==> config.mk <==
export PLATFORM = sky130hd
export DESIGN_NAME = br_sfifo_gen
export DESIGN_NICKNAME = d
export VERILOG_FILES = /design/src/rtl/br_sfifo_gen.sv
export SDC_FILE = /design/constraint.sdc
export NUM_CORES = 1
export LEC_CHECK = 0
export ABC_AREA = 1
export BUFFER_PORTS_ARGS = -buffer_cell sky130_fd_sc_hd__buf_2
export CAP_MARGIN = 20
export CELL_PAD_IN_SITES_DETAIL_PLACEMENT = 0
export CELL_PAD_IN_SITES_GLOBAL_PLACEMENT = 1
export CORE_MARGIN = 8
export CORE_UTILIZATION = 34
export DETAILED_ROUTE_END_ITERATION = 10
export PLACE_DENSITY = 0.57
export SLEW_MARGIN = 30
export SYNTH_ARGS = -nofsm -noshare
export SYNTH_HDL_FRONTEND = slang
export SYNTH_SLANG_ARGS = --single-unit
==> constraint.sdc <==
create_clock -name clk -period 4.12 [get_ports clk]
set_input_delay 0.412 -clock clk [delete_from_list [all_inputs] [get_ports clk]]
set_output_delay 0.412 -clock clk [all_outputs]
set_load 0.05 [all_outputs]
==> src/rtl/br_sfifo_gen.sv <==
// Single-clock parametrised FIFO with normal or show-ahead read port,
// almost-full/almost-empty thresholds and sticky overflow/underflow flags.
module br_sfifo_gen #(
  parameter int WIDTH     = 32,
  parameter int DEPTH     = 8,
  parameter int PTR       = 3,
  parameter int FWFT      = 0,
  parameter int AFULL_TH  = 6,
  parameter int AEMPTY_TH = 1
) (
  input  logic             clk,
  input  logic             reset_,
  input  logic             sclr,
  input  logic             wrreq,
  input  logic [WIDTH-1:0] data,
  output logic             wrfull,
  output logic             wralmfull,
  input  logic             rdreq,
  output logic [WIDTH-1:0] q,
  output logic             rdempty,
  output logic             rdalmempty,
  output logic [PTR:0]     usedw,
  output logic             ovf,
  output logic             udf
);

  localparam logic [PTR:0] DEPTH_W  = (PTR+1)'(DEPTH);
  localparam logic [PTR:0] AFULL_W  = (PTR+1)'(AFULL_TH);
  localparam logic [PTR:0] AEMPTY_W = (PTR+1)'(AEMPTY_TH);

  logic [WIDTH-1:0] mem_q [DEPTH];
  logic [PTR-1:0]   wr_ptr_q, wr_ptr_d;
  logic [PTR-1:0]   rd_ptr_q, rd_ptr_d;
  logic [PTR:0]     usedw_q, usedw_d;
  logic             ovf_q, ovf_d;
  logic             udf_q, udf_d;
  logic             wr_acc, rd_acc;

  // Handshake: wrreq/rdreq act as valid, ~wrfull/~rdempty act as ready; a word
  // moves only when both are high at the rising edge and sclr is low.
  assign wrfull     = (usedw_q == DEPTH_W);
  assign rdempty    = (usedw_q == '0);
  assign wralmfull  = (usedw_q >= AFULL_W);
  assign rdalmempty = (usedw_q <= AEMPTY_W);
  assign usedw      = usedw_q;
  assign ovf        = ovf_q;
  assign udf        = udf_q;

  assign wr_acc = wrreq & ~wrfull & ~sclr;
  assign rd_acc = rdreq & ~rdempty & ~sclr;

  always_comb begin
    wr_ptr_d = wr_ptr_q;
    rd_ptr_d = rd_ptr_q;
    usedw_d  = usedw_q;
    ovf_d    = ovf_q;
    udf_d    = udf_q;
    if (sclr) begin
      wr_ptr_d = '0;
      rd_ptr_d = '0;
      usedw_d  = '0;
      ovf_d    = 1'b0;
      udf_d    = 1'b0;
    end else begin
      if (wr_acc) wr_ptr_d = wr_ptr_q + 1'b1;
      if (rd_acc) rd_ptr_d = rd_ptr_q + 1'b1;
      case ({wr_acc, rd_acc})
        2'b10:   usedw_d = usedw_q + 1'b1;
        2'b01:   usedw_d = usedw_q - 1'b1;
        default: usedw_d = usedw_q;
      endcase
      // Rejected requests are judged against the registered flags.
      ovf_d = ovf_q | (wrreq & wrfull);
      udf_d = udf_q | (rdreq & rdempty);
    end
  end

  always_ff @(posedge clk or negedge reset_) begin
    if (!reset_) begin
      wr_ptr_q <= '0;
      rd_ptr_q <= '0;
      usedw_q  <= '0;
      ovf_q    <= 1'b0;
      udf_q    <= 1'b0;
    end else begin
      wr_ptr_q <= wr_ptr_d;
      rd_ptr_q <= rd_ptr_d;
      usedw_q  <= usedw_d;
      ovf_q    <= ovf_d;
      udf_q    <= udf_d;
    end
  end

  // Storage has no reset; only words below usedw are ever observable.
  always_ff @(posedge clk) begin
    if (wr_acc) mem_q[wr_ptr_q] <= data;
  end

  if (FWFT != 0) begin : g_fwft
    assign q = mem_q[rd_ptr_q];
  end else begin : g_norm
    logic [WIDTH-1:0] q_q;
    always_ff @(posedge clk or negedge reset_) begin
      if (!reset_)     q_q <= '0;
      else if (sclr)   q_q <= '0;
      else if (rd_acc) q_q <= mem_q[rd_ptr_q];
    end
    assign q = q_q;
  end

endmodule

* Yosys cells after proc, flatten, opt, wreduce, memory -nomap -nowiden *
Memory sizes are Yosys's and may differ from the RTL's.
Index checks and enable logic that the tools add are counted.

operators by class
  $add $sub $neg = 4
  multiply operators = 0
  div/mod/pow operators = 0
  $lt $le $gt $ge = 2
  eq/ne operators = 3
  shifts and indexed selects = 0
  mux-type cells = 12
  bitwise gates (word level) = 11
  reduce and logical (&&, ||, !) cells = 4

operator list
  kind                                                                                 number
  32-bit 2-to-1 mux                                                                    2
  3-bit 2-to-1 mux                                                                     4
  4-bit case mux with 2 select lines                                                   1
  3-bit by 1-bit adder with 3-bit output, second input constant                        2
  1-bit AND                                                                            6
  4-bit by 1-bit adder with 4-bit output, second input constant                        1
  4-bit == test, second input constant                                                 1
  4-bit by 3-bit greater-or-equal comparator with 1-bit output, second input constant  1
  4-bit by 1-bit <= comparator with 1-bit output, second input constant                1
  4-bit logical NOT                                                                    1
  1-bit 2-to-1 mux                                                                     4
  4-bit 2-to-1 mux                                                                     1
  2-bit nonzero test                                                                   2
  4-bit by 1-bit subtractor with 4-bit output, second input constant                   1
  1-bit inverter                                                                       3
  3-bit nonzero test                                                                   1
  2-bit by 1-bit == test with 1-bit output, second input constant                      1
  2-bit == test, second input constant                                                 1
  1-bit bitwise OR                                                                     2

storage, ports and cells
  register bits = 44
  bits in latches = 0
  memory bits (writable) = 256
  bits in read-only memories = 0
  logic and storage cells = 43
  memories = 1

memories
  name   depth  bits a word  rd ports  clocked after memory_dff  wr ports  RTL line  RTL
  mem_q  8      32           1         0                         1         31        logic [WIDTH-1:0] mem_q [DEPTH];

* Depth between registers and ports, before layout *
Gate-level depths: netlist of the first run.

  depth after elaboration = 7
  depth in mapped cells = 10
  gate-level depth less buffers = 10

* Least setup slack after synthesis of the first run *
OpenSTA, ideal clock, no wires.

  path kind = reg-to-reg
  start = reg usedw_q[0], in the netlist usedw[0]
  end = mem mem_q[0][0] (enable)
  setup time = 421 ps
  data arrival time = 3028 ps
  slack = 671 ps
  stages on the path, launching flop included = 10
  path through = dfrtp_1 > inv_1 > ha_1 > nand3_1 > nand2_1 > inv_1 > nand2_1 > inv_1 > nand2_1 > nor2_1

on the way
  longest elaborated chain between the ends = 6

ends and longest elaborated chain
  what                                    RTL line  RTL
  start, declared                         34        logic [PTR:0] usedw_q, usedw_d;
  start signal, assigned                  88        usedw_q <= usedw_d;
  4-bit == test                           41        assign wrfull = (usedw_q == DEPTH_W);
  1-bit inverter                          49        assign wr_acc = wrreq & ~wrfull & ~sclr;
  1-bit AND (2 in a row)                  49
  1-bit 2-to-1 mux                        96        if (wr_acc) mem_q[wr_ptr_q] <= data;
  1-bit 2-to-1 mux (not written as such)  96
  end, declared                           31

Every way passes these cells.

* Worst setup path in the final report of the first run *
  start = reg usedw_q[1], in the netlist usedw[1]
  end = mem mem_q[1][1] (enable)

The elaborated chain is that of the path after synthesis.

==> qor.txt, run 1 <==
core area: 34,460 um^2
Yosys reg bits: 300
required time of the critical path: 4.31 ns
distinct cell type count after synthesis: 28
Tot Pwr: 0.008641 W
Die ar.: 41,190 um^2
worst slew pin tran: 0.8558 ns
antenna-violating nets left: 0
crit path kind: register to register
DR WL/cell: 18.84 um
initial antenna violation count: 2
WL final: 28,220 um
worst-skew pair later-pin latency: 0.51 ns
Total GRT Usage: 13.75%
Synth Net Count: 985
RD Place Congestion: 0.7433
total gr overflow: 0
1st-pass router iterations: 5
CTS clk-pin slew, worst paths: 0.06 ns
Root Driver: clkbuf_16
vias per inst: 4.810
TritonCTS buffer count: 34
Synthesis Warnings: 0
post-synthesis cell count: 941
drt initial violations: 409
number of buffers added on ports: 78
crit share post-route: 70.70%
Finished Core Util: 40.39%
final setup vio count: 0
Mapped Area: 11,880 um^2
Fmax: 343.3 MHz
largest net degree at the start of global routing: 83
H-Tree Level Count: 2
RSZ-0062 raised after global routing: no
CP Launch Type: register
critical-path maximum fanout: 18
CTS tree: built
residual DRC count: 0
Slew Viols, Final: 0
maximum root-to-sink buffer count: 3
chip width: 203.0 um
placed insts: 1,435
post-CTS sizing: 0
Initial Util: 34.49%
skew final: 0.02343 ns
Final min period: 2.913 ns
aggregate negative setup slack: 0 ns
first-pass GRT wire length: 44,580 um
maximum vdd drop: 0.0003534 V
sequential share of the synthesized area: 73.95%
row count: 68
Leak Pwr: 5.042 nW
final hold violation count: 0
Crit. End Element: register
nets@finish: 1,061
area grow syn2layout: 17.12%
hold crit path type: input port to register
power density over the cells: 620.9 nW/um^2
status: finished clean
clk sinks: 300
Arrival @ worst endpoint: 3.10 ns
number of global-route vias before repair: 7,482
Die Ht: 203.0 um
max_cap viols: 0
I/O pins: 79
detailed placer's ending HPWL: 16,220 um
FILL cells: 3,298
Slew HR: 42.87%
vias: 7,206
Mean Syn Cell Area: 12.63 um^2
post-route insts no fill: 1,498
share of layout cells above drive strength 1: 15.16%
-- per-stage QoR --
step                      hold WS (ns)  cell area, um^2  setup WS, ns
after global routing            0.1596            13920        0.9398
after global placement          0.4603            12730         1.210
final                           0.1555            13920         1.207
after CTS                       0.1329            13920         1.126
after floorplan                 0.1164            11880        0.6709
after detailed placement        0.4614            12820         1.144
-- cell usage in the layout, fill, tap and decap left out, types with 2 or more instances in the layout --
master     count
a21oi_1        4
buf_12         3
buf_16         3
buf_2         78
buf_4         12
bufinv_16      3
clkbuf_1      11
clkbuf_16     34
clkbuf_8       3
clkinv_1       6
dfrtp_1       41
dfrtp_4        2
edfxtp_1     256
ha_1           7
inv_1         18
inv_2          2
inv_6          2
nand2_1       97
nand3_1       41
nor2_1       196
nor2_4         9
o211ai_1      64
o21a_1         4
o21ai_0      114
o21ai_1       19
xnor2_1        2
-- state kept, by name (all words and copies together), names as in the netlist --
register,cells
udf,1
usedw,4
mem_q,256
q,32
ovf,1
rd_ptr_q,3
wr_ptr_q,3
-- layer usage --
layer	up-vias	track usage, %	wire (um)
met5	-	0	17
met1	3535	18.35	13110
met2	112	22.89	13590
li1	3526	-	-
met4	2	2.979	369
met3	31	2.789	1131
-- cell type report --
cell class | instances | area [um^2] | area share, %
multi-input cells | 562 | 2743 | 19.71
well taps | 455 | 569.3 | 4.090
clock inverters | 13 | 155.1 | 1.115
repair buffers | 97 | 633.1 | 4.549
flip-flops and latches | 300 | 8797 | 63.21
clock buffers | 48 | 933.4 | 6.706
inverters | 22 | 85.08 | 0.6113
diodes | 1 | 2.502 | 0.01798
-- critical path, stage by stage, from the launching register on --
cell	delay, ns
dfrtp_1	0.47
inv_1	0.13
ha_1	0.26
nand3_1	0.12
nand2_1	0.10
inv_1	0.10
nand2_1	0.05
inv_1	0.12
nand2_1	0.24
nor2_4	0.58
buf_4	0.39
-- report_power, final --
part	total [W]	leakage, nW	switching (W)	internal (W)
registers	0.00367	2.90	0.000187	0.00348
logic	0.00204	1.62	0.00151	0.000529
clock network	0.00293	0.524	0.00115	0.00177
total	0.00864	5.04	0.00285	0.00579
-- path summary, 6_finish.rpt --
check | from | endpoint | slack (ns) | cells after the start
worst max-delay path | usedw[1] | mem_q[1][1] | 1.21 | 10
worst min-delay path | sclr | ovf | 0.16 | 2
worst max register to register | usedw[1] | mem_q[1][1] | 1.21 | 10
worst min register to register | q[30] | q[30] | 0.47 | 2
max in group asynchronous | reset_ | rd_ptr_q[0] | 2.86 | 3
min in group asynchronous | reset_ | q[3] | 0.45 | 2
-- synth_stat cells, drive strengths merged --
cell	count	area, um^2
clkinv	1	3.750
nand2	98	370.4
a21oi	5	28.78
nand3	41	205.2
clkbuf	19	77.57
edfxtp	256	7687
buf	38	252.7
ha	7	87.58
o211ai	64	480.5
xnor2	2	17.52
nor3	1	5.000
xor2	1	8.760
or2	1	6.260
o21a	4	30.03
o21ai	133	665.6
nor2	205	777.0
dfrtp	44	1101
inv	21	78.82
-- kinds of logic after synthesis --
family | synth area share (%)
AOI/OAI and AO/OA | 10.14
xor gates and xnor gates | 0.2211
adders and majority gates | 0.7370
buffers and inverters | 3.474
DFF | 73.95
and+or+nand+nor | 11.48
-- repair_timing --
item,CTS,global route
endpoints found under the hold margin,21,0
hold buffers,1,0
setup buffers,0,0
No activity file was read; power rests on OpenSTA's default activity.
==> inputs of run 2 (changes only) <==
--- a/config.mk
+++ b/config.mk
@@ -5,7 +5,7 @@
 export SDC_FILE = /design/constraint.sdc
 export NUM_CORES = 1
 export LEC_CHECK = 0
-export ABC_AREA = 1
+export ABC_AREA = 0
 export BUFFER_PORTS_ARGS = -buffer_cell sky130_fd_sc_hd__buf_2
 export CAP_MARGIN = 20
 export CELL_PAD_IN_SITES_DETAIL_PLACEMENT = 0
@@ -13,7 +13,7 @@
 export CORE_MARGIN = 8
 export CORE_UTILIZATION = 34
 export DETAILED_ROUTE_END_ITERATION = 10
-export PLACE_DENSITY = 0.57
+export PLACE_DENSITY = 0.54
 export SLEW_MARGIN = 30
 export SYNTH_ARGS = -nofsm -noshare
 export SYNTH_HDL_FRONTEND = slang
==> constraint.sdc (replaced) <==
create_clock -name clk -period 2.94 [get_ports clk]
set_input_delay 0.294 -clock clk [delete_from_list [all_inputs] [get_ports clk]]
set_output_delay 0.294 -clock clk [all_outputs]
set_load 0.05 [all_outputs]
==> run 2 against run 1 <==
Against the previous run: sequential power is 41% higher; total power is 46% higher; synthesized cell count is 38% lower; critical endpoint is now mem_q[2][1]; largest power group unchanged.
==> qor.txt, run 2 <==
Synth Net Count: 623
area grow syn2layout: 19.43%
Crit. End Element: register
power density over the cells: 909.1 nW/um^2
maximum vdd drop: 0.0005448 V
worst slew pin tran: 0.6015 ns
FILL cells: 3,004
DR WL/cell: 21.92 um
status: finished clean
crit path kind: register to register
row count: 67
detailed placer's ending HPWL: 15,730 um
Synthesis Warnings: 0
hold crit path type: input port to register
Die Ht: 201.0 um
WL final: 25,420 um
Fmax: 384.7 MHz
clk sinks: 300
CP Launch Type: register
Die ar.: 40,390 um^2
TritonCTS buffer count: 34
CTS tree: built
commonest cells after routing, fill and taps aside: edfxtp_1, buf_2, mux4_2, nor2_1, dfrtp_1
largest net degree at the start of global routing: 67
distinct cell type count after synthesis: 41
Synth async-reset ratio: 14.67%
critical-path maximum fanout: 19
Root Driver: clkbuf_16
ranking of synthesized cells by area: edfxtp_1, mux4_2, dfrtp_1
final setup margin: 0.3403 ns
Leak Pwr: 4.631 nW
total gr overflow: 0
final hold violation count: 0
Ant. Diodes: 0
skew final: 0.009796 ns
Post-CTS Setup Inserts: 0
Initial Util: 34.61%
Reg2Reg Depth: 7
antenna-violating nets left: 0
commonest non-fill, non-tap cell in the layout: edfxtp_1
crit share post-route: 88.43%
Arrival @ worst endpoint: 2.80 ns
number of global-route vias before repair: 6,310
top cell type's share of synthesized area: 66.08%
vias: 5,725
required time of the critical path: 3.14 ns
residual DRC count: 0
Cell Chain, Critical Path: inv_1 > ha_1 > nand3b_2 > nand2_2 > or3_1 > nor2_4 > buf_12
core area: 33,620 um^2
worst r2r dst: mem_q[2][1]
post-CTS sizing: 0
drt initial violations: 287
number of buffers added on ports: 78
chip width: 201.0 um
Slew Viols, Final: 0
final setup vio count: 0
I/O pins: 79
placed insts: 1,097
first-pass GRT wire length: 39,190 um
max reg flops: 256
Post-synth EDFFs: 256
main flop type after synthesis: edfxtp_1
most numerous cell in the Yosys netlist: edfxtp_1
Mean Syn Cell Area: 20.09 um^2
Critical Path Source: usedw[0]
1st-pass router iterations: 4
H-Tree Level Count: 2
worst-skew pair later-pin latency: 0.50 ns
Yosys reg bits: 300
max_cap viols: 0
Total GRT Usage: 12.63%
CTS clk-pin slew, worst paths: 0.06 ns
post-synthesis cell count: 579
RD Place Congestion: 0.7416
Synth area leader: edfxtp_1
Slew HR: 59.90%
Reg2Reg Launch Point: usedw[0]
Critical path destination: mem_q[2][1]
pre-CTS setup slack: 0.3114 ns
initial antenna violation count: 1
RSZ-0062 raised after global routing: no
maximum root-to-sink buffer count: 3
nets@finish: 730
sequential share of the synthesized area: 75.54%
Reg with most FFs: mem_q
R2R Setup Slk: 0.34 ns
Fin Hold WS: 0.06866 ns
post-route insts no fill: 1,160
vias per inst: 4.935
CP max stage cell: or3_1
top cells by count, synth: edfxtp_1, mux4_2, nor2_1
Final min period: 2.600 ns
share of layout cells above drive strength 1: 33.43%
CP max stage delay: 0.53 ns
Mapped Area: 11,630 um^2
## run 2: final cells by class
cell class	count	area (um^2)	area share (%)
Clock buffer	46	935.9	6.736
Clock inverter	16	152.6	1.099
Inverter	5	18.77	0.1351
Multi-Input combinational cell	241	2704	19.46
Sequential cell	300	8797	63.31
Tap cell	448	560.5	4.034
Timing Repair Buffer	104	725.7	5.223
## run 2: worst min path at each step
stage	start	end	slack, ns	cells after the start
final	data[29]	mem_q[3][29]	0.07	1
after floorplan	reset_	ovf	-0.002	0
after detailed placement	reset_	q[2]	0.32	2
after CTS	data[29]	mem_q[3][29]	0.04	1
after global routing	data[8]	mem_q[5][8]	0.07	1
after global placement	reset_	q[2]	0.31	2
## run 2: metrics by stage
stage / power (W) / area, um^2 / setup TNS [ns] / util, %
2_1_floorplan: 0.007785 / 11660 / -22.76 / -
3_3_place_gp: 0.008691 / 12800 / 0 / 38.07
3_5_place_dp: 0.008727 / 12800 / 0 / 38.07
4_1_cts: 0.01286 / 13890 / 0 / 41.33
5_1_grt: 0.01324 / 13890 / 0 / 41.33
6_report: 0.01263 / 13890 / 0 / 41.33
## run 2: cells by family after synthesis
| logic type | after synthesis | share of synthesized area (%) |
|---|---|---|
| AO/OA/AOI/OAI | 54 | 3.280 |
| XOR/XNOR | 4 | 0.3012 |
| adder cells (fa/ha/maj) | 7 | 0.7528 |
| buffers and inverters | 38 | 1.807 |
| multiplexers | 96 | 15.14 |
| flip-flops | 300 | 75.54 |
| AND/OR/NAND/NOR | 80 | 3.173 |
## run 2: where the power goes
| part | switching, W | total (W) | leakage (nW) | internal, W |
|---|---|---|---|---|
| Clock | 0.00165 | 0.00408 | 0.538 | 0.00243 |
| Combinational | 0.00210 | 0.00338 | 1.20 | 0.00128 |
| Sequential | 0.000242 | 0.00517 | 2.89 | 0.00493 |
## run 2: worst max-delay path, delay by kind of cell, from the launching register on
| family | cells | cell delay (ns) |
|---|---|---|
| AND/OR/NAND/NOR | 4 | 1.25 |
| flip-flops | 1 | 0.43 |
| buffers and inverters | 2 | 0.33 |
| adder cells (fa/ha/maj) | 1 | 0.27 |
## run 2: layer usage
layer  wire length [um]  track usage (%)  vias up
met5                 10                0        -
met4                446            3.706        2
met3               1043            2.259       34
met2              12320            20.48      111
met1              11610            17.18     3001
li1                   -                -     2577
## run 2: repair_timing
| item | CTS | global route |
|---|---|---|
| endpoints found under the setup margin | 0 | 0 |
| hold buffers | 1 | 0 |
| hold endpoints to repair | 44 | 0 |
==> inputs of run 3 (changes only) <==
--- a/config.mk
+++ b/config.mk
@@ -6,7 +6,7 @@
 export NUM_CORES = 1
 export LEC_CHECK = 0
 export ABC_AREA = 0
-export BUFFER_PORTS_ARGS = -buffer_cell sky130_fd_sc_hd__buf_2
+export BUFFER_PORTS_ARGS = -buffer_cell sky130_fd_sc_hd__buf_4
 export CAP_MARGIN = 20
 export CELL_PAD_IN_SITES_DETAIL_PLACEMENT = 0
 export CELL_PAD_IN_SITES_GLOBAL_PLACEMENT = 1
==> constraint.sdc (replaced) <==
create_clock -name clk -period 3.2 [get_ports clk]
set_input_delay 0.32 -clock clk [delete_from_list [all_inputs] [get_ports clk]]
set_output_delay 0.32 -clock clk [all_outputs]
set_load 0.05 [all_outputs]
==> run 3 against run 2 <==
Against the previous run: sequential share of layout area fell by 1.3 points; non-clock buffer count is 18 higher; first-iteration DRC count down 12%; final cell count increased by 1.1%; clock power is 10% lower; design area up 2.1%; global-route usage shrank 0.55 points; combinational power decreased by 6.2%; count of clock-buffer cells in the layout shrank 8; sequential power shrank 7.7%.
==> qor.txt, run 3 (synthesis gave the netlist of run 2 again) <==
Arrival @ worst endpoint: 2.80 ns
initial antenna violation count: 0
chip width: 201.0 um
Reg with most FFs: mem_q
I/O pins: 79
Die ar.: 40,390 um^2
Initial Util: 34.61%
total gr overflow: 0
area of the multi-input gates: 2704 um^2
crit path kind: register to register
max reg flops: 256
worst slew pin tran: 0.7047 ns
Post-Layout Inst Area: 14,180 um^2
residual DRC count: 0
min-delay src: data[9]
first-pass GRT wire length: 38,230 um
share of layout cells above drive strength 1: 30.76%
RD Place Congestion: 0.7422
Fmax: 385.3 MHz
nets@finish: 745
Sw Pwr: 0.003538 W
power density over the cells: 817.1 nW/um^2
worst-skew pair later-pin latency: 0.54 ns
Critical Path Source: usedw[1]
1st-pass router iterations: 6
clk sinks: 300
Crit. End Element: register
Root Driver: clkbuf_16
number of buffers added on ports: 78
core area: 33,620 um^2
skew final: 0.009850 ns
Sequential Power Share: 41.1%
placed insts: 1,091
DR WL/cell: 20.96 um
antenna-violating nets left: 0
H-Tree Level Count: 1
Tot Pwr: 0.01159 W
status: finished clean
pre-CTS setup slack: 0.5997 ns
area grow syn2layout: 21.92%
Logic pwr share: 27.3%
Reg2Reg Launch Point: usedw[1]
TritonCTS buffer count: 31
Clock power frac: 31.5%
final hold violation count: 0
placed inst area: 12,890 um^2
max_cap viols: 0
commonest cells after routing, fill and taps aside: edfxtp_1, buf_4, mux4_2, nor2_1, dfrtp_1
critical-path maximum fanout: 22
switch share: 30.53%
cell-internal power: 0.008051 W
Leak Pwr: 4.704 nW
RSZ-0062 raised after global routing: no
Total GRT Usage: 12.08%
Storage cell area: 8795 um^2
maximum root-to-sink buffer count: 3
maximum vdd drop: 0.0005532 V
drt initial violations: 252
hold crit path type: input port to register
vias: 5,687
CTS clk-pin slew, worst paths: 0.06 ns
crit share post-route: 81.10%
final setup vio count: 0
CTS tree: built
post-route insts no fill: 1,173
FILL cells: 2,970
Ant. Diodes: 0
Die Ht: 201.0 um
largest net degree at the start of global routing: 48
required time of the critical path: 3.40 ns
final setup margin: 0.6049 ns
number of global-route vias before repair: 6,333
CP Launch Type: register
row count: 67
detailed placer's ending HPWL: 14,660 um
Slew Viols, Final: 0
Final min period: 2.595 ns
WL final: 24,580 um
Slew HR: 53.02%
vias per inst: 4.848
commonest non-fill, non-tap cell in the layout: edfxtp_1
[run 3: changes by cell type in the layout (fill, tap and decap cells not counted), moves of 4 or more]
cell / before / now
buf_4: 14 / 90
buf_12: 11 / 7
dlygate4sd3_1: 1 / 25
bufinv_16: 2 / 6
clkbuf_8: 4 / 0
buf_2: 78 / 0
[run 3: path summary, 6_finish.rpt]
kind	to	slack, ns	depth (start not counted)
max	mem_q[6][10]	0.60	7
min	mem_q[4][9]	0.03	1
max reg2reg	mem_q[6][10]	0.60	7
min reg2reg	ovf	0.50	2
max in group asynchronous	rd_ptr_q[0]	2.32	2
min in group asynchronous	udf	0.37	2
[run 3: critical path, cell delays in order (launching register included)]
cell	delay [ns]
dfrtp_1	0.50
inv_1	0.13
ha_1	0.27
nand3b_2	0.21
nand2_2	0.12
or3_1	0.50
nor2_4	0.15
buf_4	0.35
[run 3: power groups by stage]
stage	Combinational, W	Clock (W)	Sequential (W)
floorplan	0.00176	0	0.00539
global placement	0.00320	0	0.00484
detailed placement	0.00322	0	0.00485
CTS	0.00326	0.00378	0.00477
global route	0.00343	0.00390	0.00481
finish	0.00317	0.00366	0.00477
[run 3: metal layers]
| layer | GRT usage [%] | routed length (um) | share of wire [%] |
|---|---|---|---|
| met1 | 15.80 | 11360 | 46 |
| met2 | 20.99 | 11960 | 49 |
| met3 | 1.936 | 891 | 3.6 |
| met4 | 2.497 | 376 | 1.5 |
| met5 | 0 | 0 | 0 |
[run 3: repair_timing]
action,in CTS,in global routing
gates resized for setup,0,0
hold endpoints to repair,212,0
setup buffers,0,0
hold buffers,25,0
[run 3: per-stage QoR]
step	util, %	hold WS, ns	setup TNS (ns)
finish	42.19	0.02931	0
global route	42.19	0.01251	0
CTS	42.19	0.0002386	0
detailed placement	38.36	0.4369	0
global placement	38.36	0.4068	0
floorplan	-	0.02441	-35.08
[run 3: layout make-up]
class,instances,share of cell area [%]
flip-flops and latches,300,62.01
well taps,448,3.952
clock inverters,19,1.676
clock buffers,38,5.655
multi-input cells,241,19.06
inverters,5,0.1323
repair buffers,122,7.516
